[src/rtl/muldiv_unit.sv]
// muldiv_unit: iterative MULT/MULTU/DIV/DIVU sequencer that owns HI/LO.
// An accepted start latches the operand magnitudes and sign flags. WIDTH
// iterations of shift-add or restoring shift-subtract follow, then one fix-up
// cycle applies sign correction and writes HI/LO. The result is visible
// 34 cycles after the start edge when WIDTH is 32.
// Ports:
//   clk, rst          rising-edge clock, synchronous active-high reset
//   start, op         one-cycle request; op 00 MULT, 01 MULTU, 10 DIV, 11 DIVU
//   src_a, src_b      rs (multiplicand/dividend), rt (multiplier/divisor)
//   hi_we, lo_we      MTHI/MTLO strobes, honoured only while idle
//   wdata             MTHI/MTLO data
//   busy, done        operation in progress / one-cycle result-written pulse
//   hi, lo            architectural HI/LO registers
module muldiv_unit #(
    parameter int WIDTH = 32
) (
    input  logic             clk,
    input  logic             rst,
    input  logic             start,
    input  logic [1:0]       op,
    input  logic [WIDTH-1:0] src_a,
    input  logic [WIDTH-1:0] src_b,
    input  logic             hi_we,
    input  logic             lo_we,
    input  logic [WIDTH-1:0] wdata,
    output logic             busy,
    output logic             done,
    output logic [WIDTH-1:0] hi,
    output logic [WIDTH-1:0] lo
);
    localparam int CW = $clog2(WIDTH);

    localparam logic [1:0] S_IDLE = 2'd0;
    localparam logic [1:0] S_RUN  = 2'd1;
    localparam logic [1:0] S_FIX  = 2'd2;

    logic [1:0]         r_state;
    logic [CW-1:0]      r_cnt;
    logic [2*WIDTH-1:0] r_acc;     // mul: {partial product, multiplier}; div: {remainder, quotient}
    logic [WIDTH-1:0]   r_m;       // multiplicand or divisor magnitude
    logic [WIDTH-1:0]   r_a_orig;  // raw dividend, returned in HI on divide by zero
    logic               r_is_div;
    logic               r_dz;
    logic               r_neg_q;   // operand signs differ (signed ops only)
    logic               r_neg_r;   // dividend negative (signed ops only)
    logic               r_busy;
    logic               r_done;
    logic [WIDTH-1:0]   r_hi;
    logic [WIDTH-1:0]   r_lo;

    // Operand preparation for the start edge. Negating 0x80000000 yields
    // 0x80000000, which read as unsigned is exactly the 2^31 magnitude.
    logic             w_signed;
    logic             w_a_neg;
    logic             w_b_neg;
    logic [WIDTH-1:0] w_mag_a;
    logic [WIDTH-1:0] w_mag_b;

    assign w_signed = ~op[0];
    assign w_a_neg  = w_signed & src_a[WIDTH-1];
    assign w_b_neg  = w_signed & src_b[WIDTH-1];
    assign w_mag_a  = w_a_neg ? -src_a : src_a;
    assign w_mag_b  = w_b_neg ? -src_b : src_b;

    // One multiply step: conditionally add the multiplicand into the high
    // half, then shift the whole accumulator right with the carry.
    logic [WIDTH:0] w_sum;
    assign w_sum = {1'b0, r_acc[2*WIDTH-1:WIDTH]} + (r_acc[0] ? {1'b0, r_m} : '0);

    // One restoring divide step: trial-subtract the divisor from the
    // remainder shifted left by one. Bit WIDTH set means a borrow occurred.
    logic [WIDTH:0] w_trial;
    assign w_trial = r_acc[2*WIDTH-1:WIDTH-1] - {1'b0, r_m};

    // Sign fix-up for the FIX state.
    logic [2*WIDTH-1:0] w_prod;
    logic [WIDTH-1:0]   w_quo;
    logic [WIDTH-1:0]   w_rem;

    assign w_prod = r_neg_q ? -r_acc : r_acc;
    assign w_quo  = r_neg_q ? -r_acc[WIDTH-1:0] : r_acc[WIDTH-1:0];
    assign w_rem  = r_neg_r ? -r_acc[2*WIDTH-1:WIDTH] : r_acc[2*WIDTH-1:WIDTH];

    always_ff @(posedge clk) begin
        if (rst) begin
            r_state  <= S_IDLE;
            r_cnt    <= '0;
            r_acc    <= '0;
            r_m      <= '0;
            r_a_orig <= '0;
            r_is_div <= 1'b0;
            r_dz     <= 1'b0;
            r_neg_q  <= 1'b0;
            r_neg_r  <= 1'b0;
            r_busy   <= 1'b0;
            r_done   <= 1'b0;
            r_hi     <= '0;
            r_lo     <= '0;
        end else begin
            r_done <= 1'b0;
            case (r_state)
                S_IDLE: begin
                    // MTHI/MTLO; a result landing at FIX overwrites these.
                    if (hi_we) r_hi <= wdata;
                    if (lo_we) r_lo <= wdata;
                    if (start) begin
                        r_state  <= S_RUN;
                        r_busy   <= 1'b1;
                        r_cnt    <= '0;
                        r_is_div <= op[1];
                        r_dz     <= op[1] && (src_b == '0);
                        r_a_orig <= src_a;
                        r_neg_q  <= w_a_neg ^ w_b_neg;
                        r_neg_r  <= w_a_neg;
                        r_m      <= op[1] ? w_mag_b : w_mag_a;
                        r_acc    <= {{WIDTH{1'b0}}, (op[1] ? w_mag_a : w_mag_b)};
                    end
                end
                S_RUN: begin
                    if (r_is_div) begin
                        if (w_trial[WIDTH])
                            r_acc <= {r_acc[2*WIDTH-2:0], 1'b0};
                        else
                            r_acc <= {w_trial[WIDTH-1:0], r_acc[WIDTH-2:0], 1'b1};
                    end else begin
                        r_acc <= {w_sum, r_acc[WIDTH-1:1]};
                    end
                    r_cnt <= r_cnt + 1'b1;
                    if (r_cnt == CW'(WIDTH-1)) r_state <= S_FIX;
                end
                S_FIX: begin
                    if (!r_is_div) begin
                        r_hi <= w_prod[2*WIDTH-1:WIDTH];
                        r_lo <= w_prod[WIDTH-1:0];
                    end else if (r_dz) begin
                        r_hi <= r_a_orig;
                        r_lo <= '1;
                    end else begin
                        r_hi <= w_rem;
                        r_lo <= w_quo;
                    end
                    r_busy  <= 1'b0;
                    r_done  <= 1'b1;
                    r_state <= S_IDLE;
                end
                default: r_state <= S_IDLE;
            endcase
        end
    end

    assign busy = r_busy;
    assign done = r_done;
    assign hi   = r_hi;
    assign lo   = r_lo;
endmodule

[config.mk]
export PLATFORM = sky130hd
export DESIGN_NAME = muldiv_unit
export DESIGN_NICKNAME = d
export VERILOG_FILES = /design/src/rtl/muldiv_unit.sv
export SDC_FILE = /design/constraint.sdc
export NUM_CORES = 1
export LEC_CHECK = 0
export CORE_MARGIN = 1
export CORE_UTILIZATION = 55
export CTS_BUF_LIST = sky130_fd_sc_hd__clkbuf_8
export DETAILED_ROUTE_END_ITERATION = 10
export GPL_ROUTABILITY_DRIVEN = 0
export PLACE_DENSITY_LB_ADDON = 0.12
export SYNTH_ARGS = -nofsm -noshare
export SYNTH_HDL_FRONTEND = slang
export SYNTH_SLANG_ARGS = --single-unit
[constraint.sdc]
create_clock -name clk -period 3.67 [get_ports clk]
set_input_delay 0.734 -clock clk [delete_from_list [all_inputs] [get_ports clk]]
set_output_delay 0.734 -clock clk [all_outputs]
set_load 0.01 [all_outputs]
Word level (Yosys, flattened, before mapping). Cells that the tools add are included.

Bits in registers: 205. Bits of input ports: 103. Output and inout port bits: 66. Logic and storage cells: 71.

Add/subtract/negate cells: 8. Eq/ne operators: 7. Muxes and demuxes: 28. Bitwise gates (word level): 4. Reductions and logical operators: 11.

Operators by type and width (number): 2-to-1 mux 32 bit (13); 2-to-1 mux 64 bit (4); negator 32 bit (4); case mux 32 bit (2 select lines) (2); case mux 64 bit (2 select lines) (1); negator 64 bit (1); adder 32 x 32 -> 33 bit (1); subtractor 33 x 32 -> 33 bit (1); logical NOT 32 bit (1); AND reduction 2 bit (6); case mux 5 bit (2 select lines) (1); inequality test 2 bit, second input constant (4); adder 5 x 1 -> 5 bit, second input constant (1); == test 5 bit, second input constant (1); 2-to-1 mux 5 bit (1); 2-to-1 mux 2 bit (2); case mux 2 bit (2 select lines) (1); nonzero test 2 bit (2); bitwise AND 1 bit (2); == test 2 x 1 -> 1 bit, second input constant (1); == test 2 bit, second input constant (1); logical NOT 2 bit (1); 2-to-1 mux 1 bit (2); case mux 1 bit (2 select lines) (1); other kinds (3) (3).

Depth between registers and ports, before layout.
Depth after elaboration: 6. Gate-level depth with buffers: 14. Mapped depth without buffers: 13.

Least setup slack after synthesis. OpenSTA, ideal clock, no wires.

Path kind: register to register. Start point: reg r_acc[0]. End point: reg r_acc[62]. Setup time: 0.074 ns. Arrival time: 3.253 ns. Required time: 3.596 ns. Setup slack: 0.343 ns. Stages on the path, launching flop included: 14. Buffers on the path: 1. Clock period less this slack: 3.327 ns. Cell sequence: dfxtp_1 inv_1 clkbuf_1 nor2_1 ha_1 a21oi_1 o21bai_1 a2111oi_0 nor3_1 o32ai_1 o21ai_1 and4b_1 or4_1 a31oi_1.

Word-level cells in the longest chain between the ends: 4.

RTL lines: start: declaration (RTL line 39) `logic [2*WIDTH-1:0] r_acc;`; start signal: assignment (RTL line 116) `r_acc <= {{WIDTH{1'b0}}, (op[1] ? w_mag_a : w_mag_b)};`; start signal: assignment (RTL line 122) `r_acc <= {r_acc[2*WIDTH-2:0], 1'b0};`; start signal: assignment (RTL line 124) `r_acc <= {w_trial[WIDTH-1:0], r_acc[WIDTH-2:0], 1'b1};`; 2-to-1 mux 32 bit (RTL line 68) `assign w_sum = {1'b0, r_acc[2*WIDTH-1:WIDTH]} + (r_acc[0] ? {1'b0, r_m} : '0);`; adder 32 x 32 -> 33 bit (RTL line 68); 2-to-1 mux 64 bit (RTL line 120) `if (r_is_div) begin`; case mux 64 bit (2 select lines) (RTL line 101) `case (r_state)`.

Every way passes these cells. A chain may end at the register's enable or synchronous reset.

Worst setup path in the final report. Same ends and word-level chain as after synthesis.

==> metrics.csv <==
metric,value,unit
status,completed,
syn_nets,2457,
synth_top_family_by_area,compound AO/OA/AOI/OAI gates,
die_h,176,um
yosysWarnings,0,
syn_inst,2282,
grt_pass1_wl,98100,um
area_growth,20.5,%
clock-sinks,205,
finalPower,7010,uW
slowest_stage,or4_1,
grt_usage,41.2,%
drc,0,
power_frac_seq,36.5,%
power.share.clock,33.6,%
synthFlopType,dfxtp_1,
final.period_utilization,96.6,%
r2r.worst_path.cells,15,
cp.required,4.15,ns
synth_top_area_share,24.7,%
synth.distinct_cells,79,
combPwrFrac,29.9,%
worstSetupPathType,reg -> reg,
avgSynthCellArea,7.28,um2
synth_area_leaders,"dfxtp_1, a21oi_1, nand2_1",
p_int,4530,uW
antenna_found_initial,1,
drv_cap,0,
vdd_drop_max,0.000229,V
overflow,0,
final_cell_mix,"nand2_1, a21oi_1, dfxtp_1",
ys_async_sr_fraction,0,%
dieArea,30900,um2
switching_share,35.3,%
ctsHoldBuffers,0,
hold_viol,0,
min_period,3.54,ns
firstDrtPassIters,6,
placed_cell_area,19200,um2
clk_pin_slew,0.06,ns
yosysTopAreaCell,dfxtp_1,
hpwl,50300,um
worstPathCellList,"clkinvlp_4, clkbuf_4, nor2_1, ha_1, a21o_1, or2_2, o31ai_1, buf_4, a2111oi_0, buf_4, o32ai_2, o21ai_1, and4b_1, or4_1, a31oi_1",
nNetsFinal,2622,
min_path_cells,2,
critPathCaptureType,flip-flop,
setup-violations-final,0,
p_switching,2480,uW
cts_buffers,38,
synth-seq-cells,205,
grt_max_degree,121,
p_per_area,350,nW/um2
cpMostUsedCell,buf_4,
layout-drive-gt1-share,9.94,%
synth_compound_area_share,28.9,%
cts-root-buf,clkbuf_8,
setup_tns,0,ns
clk_path_buf_depth,3,
routed_wl,65200,um
cts_tree,yes,
synth-seq-area-share,24.7,%
rows,63,
clock_skew,0.0243,ns
arrival,4.02,ns
leakagePower,0.00792,uW
drt_iter0_drc,2951,
die_x,176,um
io_pins,169,
initial_core_util,55.9,%
whs,0.451,ns
relSlewSlack,41.4,%
synth_fa_ha_area_share,5.51,%
clk_latency,0.57,ns
final_area,20000,um2
layout_commonest_cell,nand2_1,
ctsHtreeMaxLevel,2,
rsz0062_at_grt,no,
worstMarginPinSlew,0.873,ns
hold_class,reg -> reg,
post-route-util,67.4,%
ant_nets,0,
coreArea,29700,um2
synth.area.mux_share,3.81,%
wl_per_cell,22.7,um
port_buffers,168,
synth.cell_area,16600,um2
slew_violations,0,
synth_edf_count,0,
slowest_delay,0.46,ns
grt_pass1_vias,17224,
yosys.area_share.xor_xnor,10.0,%
vias_per_cell,6.61,
cp-start-kind,flip-flop,
synthSimpleGateAreaFrac,21.2,%
timing.fmax,282,MHz
crit_fanout,6,
r2r_setup_slack,0.13,ns
via_count,18936,
-- worst max-delay path, delay by kind of cell, from the launching register on --
family / cells / cell delay, ns
compound gates: 6 / 1.02
fa+ha+maj: 1 / 0.25
buf+inv: 4 / 0.75
flops: 1 / 0.36
simple gates: 4 / 1.07
-- per-layer routing --
metal	part of all wire, %	global-route usage (%)
met2	42	61.4
met1	39	55.2
met5	0.17	2.56
met3	13	7.90
met4	6.2	23.0
-- metrics by stage --
step                std cells  setup slack [ns]
CTS                      2862             0.184
global placement         2794            -0.103
global route             2865           0.00221
floorplan                2282             0.343
detailed placement       2794            -0.111
finish                   2866             0.126
-- kinds of logic (layout without fill, tap and decap cells) --
group | Yosys count | count (layout)
simple gates | 757 | 757
buf+inv | 251 | 444
flops | 205 | 205
mux | 63 | 63
fa+ha+maj | 72 | 72
compound gates | 744 | 744
xor+xnor | 190 | 190
other cells | 0 | 1
-- area by class of cell --
type / instances / area, um2
Clock inverter: 21 / 151
Inverter: 63 / 240
Tap cell: 390 / 488
Clock buffer: 47 / 647
Antenna cell: 1 / 2.50
Sequential cell: 205 / 4110
Timing Repair Buffer: 313 / 2790
Fill cell: 2572 / 9680
Multi-Input combinational cell: 1826 / 11600
-- power groups by stage --
| stage | clock network [uW] | registers [uW] | logic, uW |
|---|---|---|---|
| after floorplan | 0 | 2530 | 1250 |
| after global placement | 0 | 2590 | 1980 |
| after detailed placement | 0 | 2590 | 2020 |
| after CTS | 2360 | 2540 | 2030 |
| after global routing | 2440 | 2570 | 2240 |
| final | 2360 | 2560 | 2100 |
-- worst paths after layout --
| kind | end | start |
|---|---|---|
| max | r_acc[62] | r_acc[0] |
| min | lo[20] | lo[20] |
| max reg2reg | r_acc[62] | r_acc[0] |
| min reg2reg | lo[20] | lo[20] |
-- sequential cells by signal, summed over array words and instances, names as in the netlist --
| name | flops |
|---|---|
| busy | 1 |
| r_a_orig | 32 |
| r_acc | 64 |
| r_state | 2 |
| r_m | 32 |
| r_neg_q | 1 |
| lo | 32 |
| r_cnt | 5 |
| done | 1 |
| hi | 32 |
| r_neg_r | 1 |
| r_is_div | 1 |
| r_dz | 1 |
-- cell usage after synthesis, types with 61 or more instances --
master and n:
mux2i_1 61, a21oi_1 237, clkbuf_1 160, o21ai_0 132
dfxtp_1 205, xnor2_1 98, inv_1 61, a211oi_1 73
nand2_1 297, nor2_1 196, xor2_1 92, ha_1 70
-- timing repair --
| action | in CTS | in global routing |
|---|---|---|
| resized for setup | 0 | 5 |
| setup buffers | 0 | 3 |
| endpoints found under the setup margin | 0 | 3 |
(Power assumes the default switching activity.)
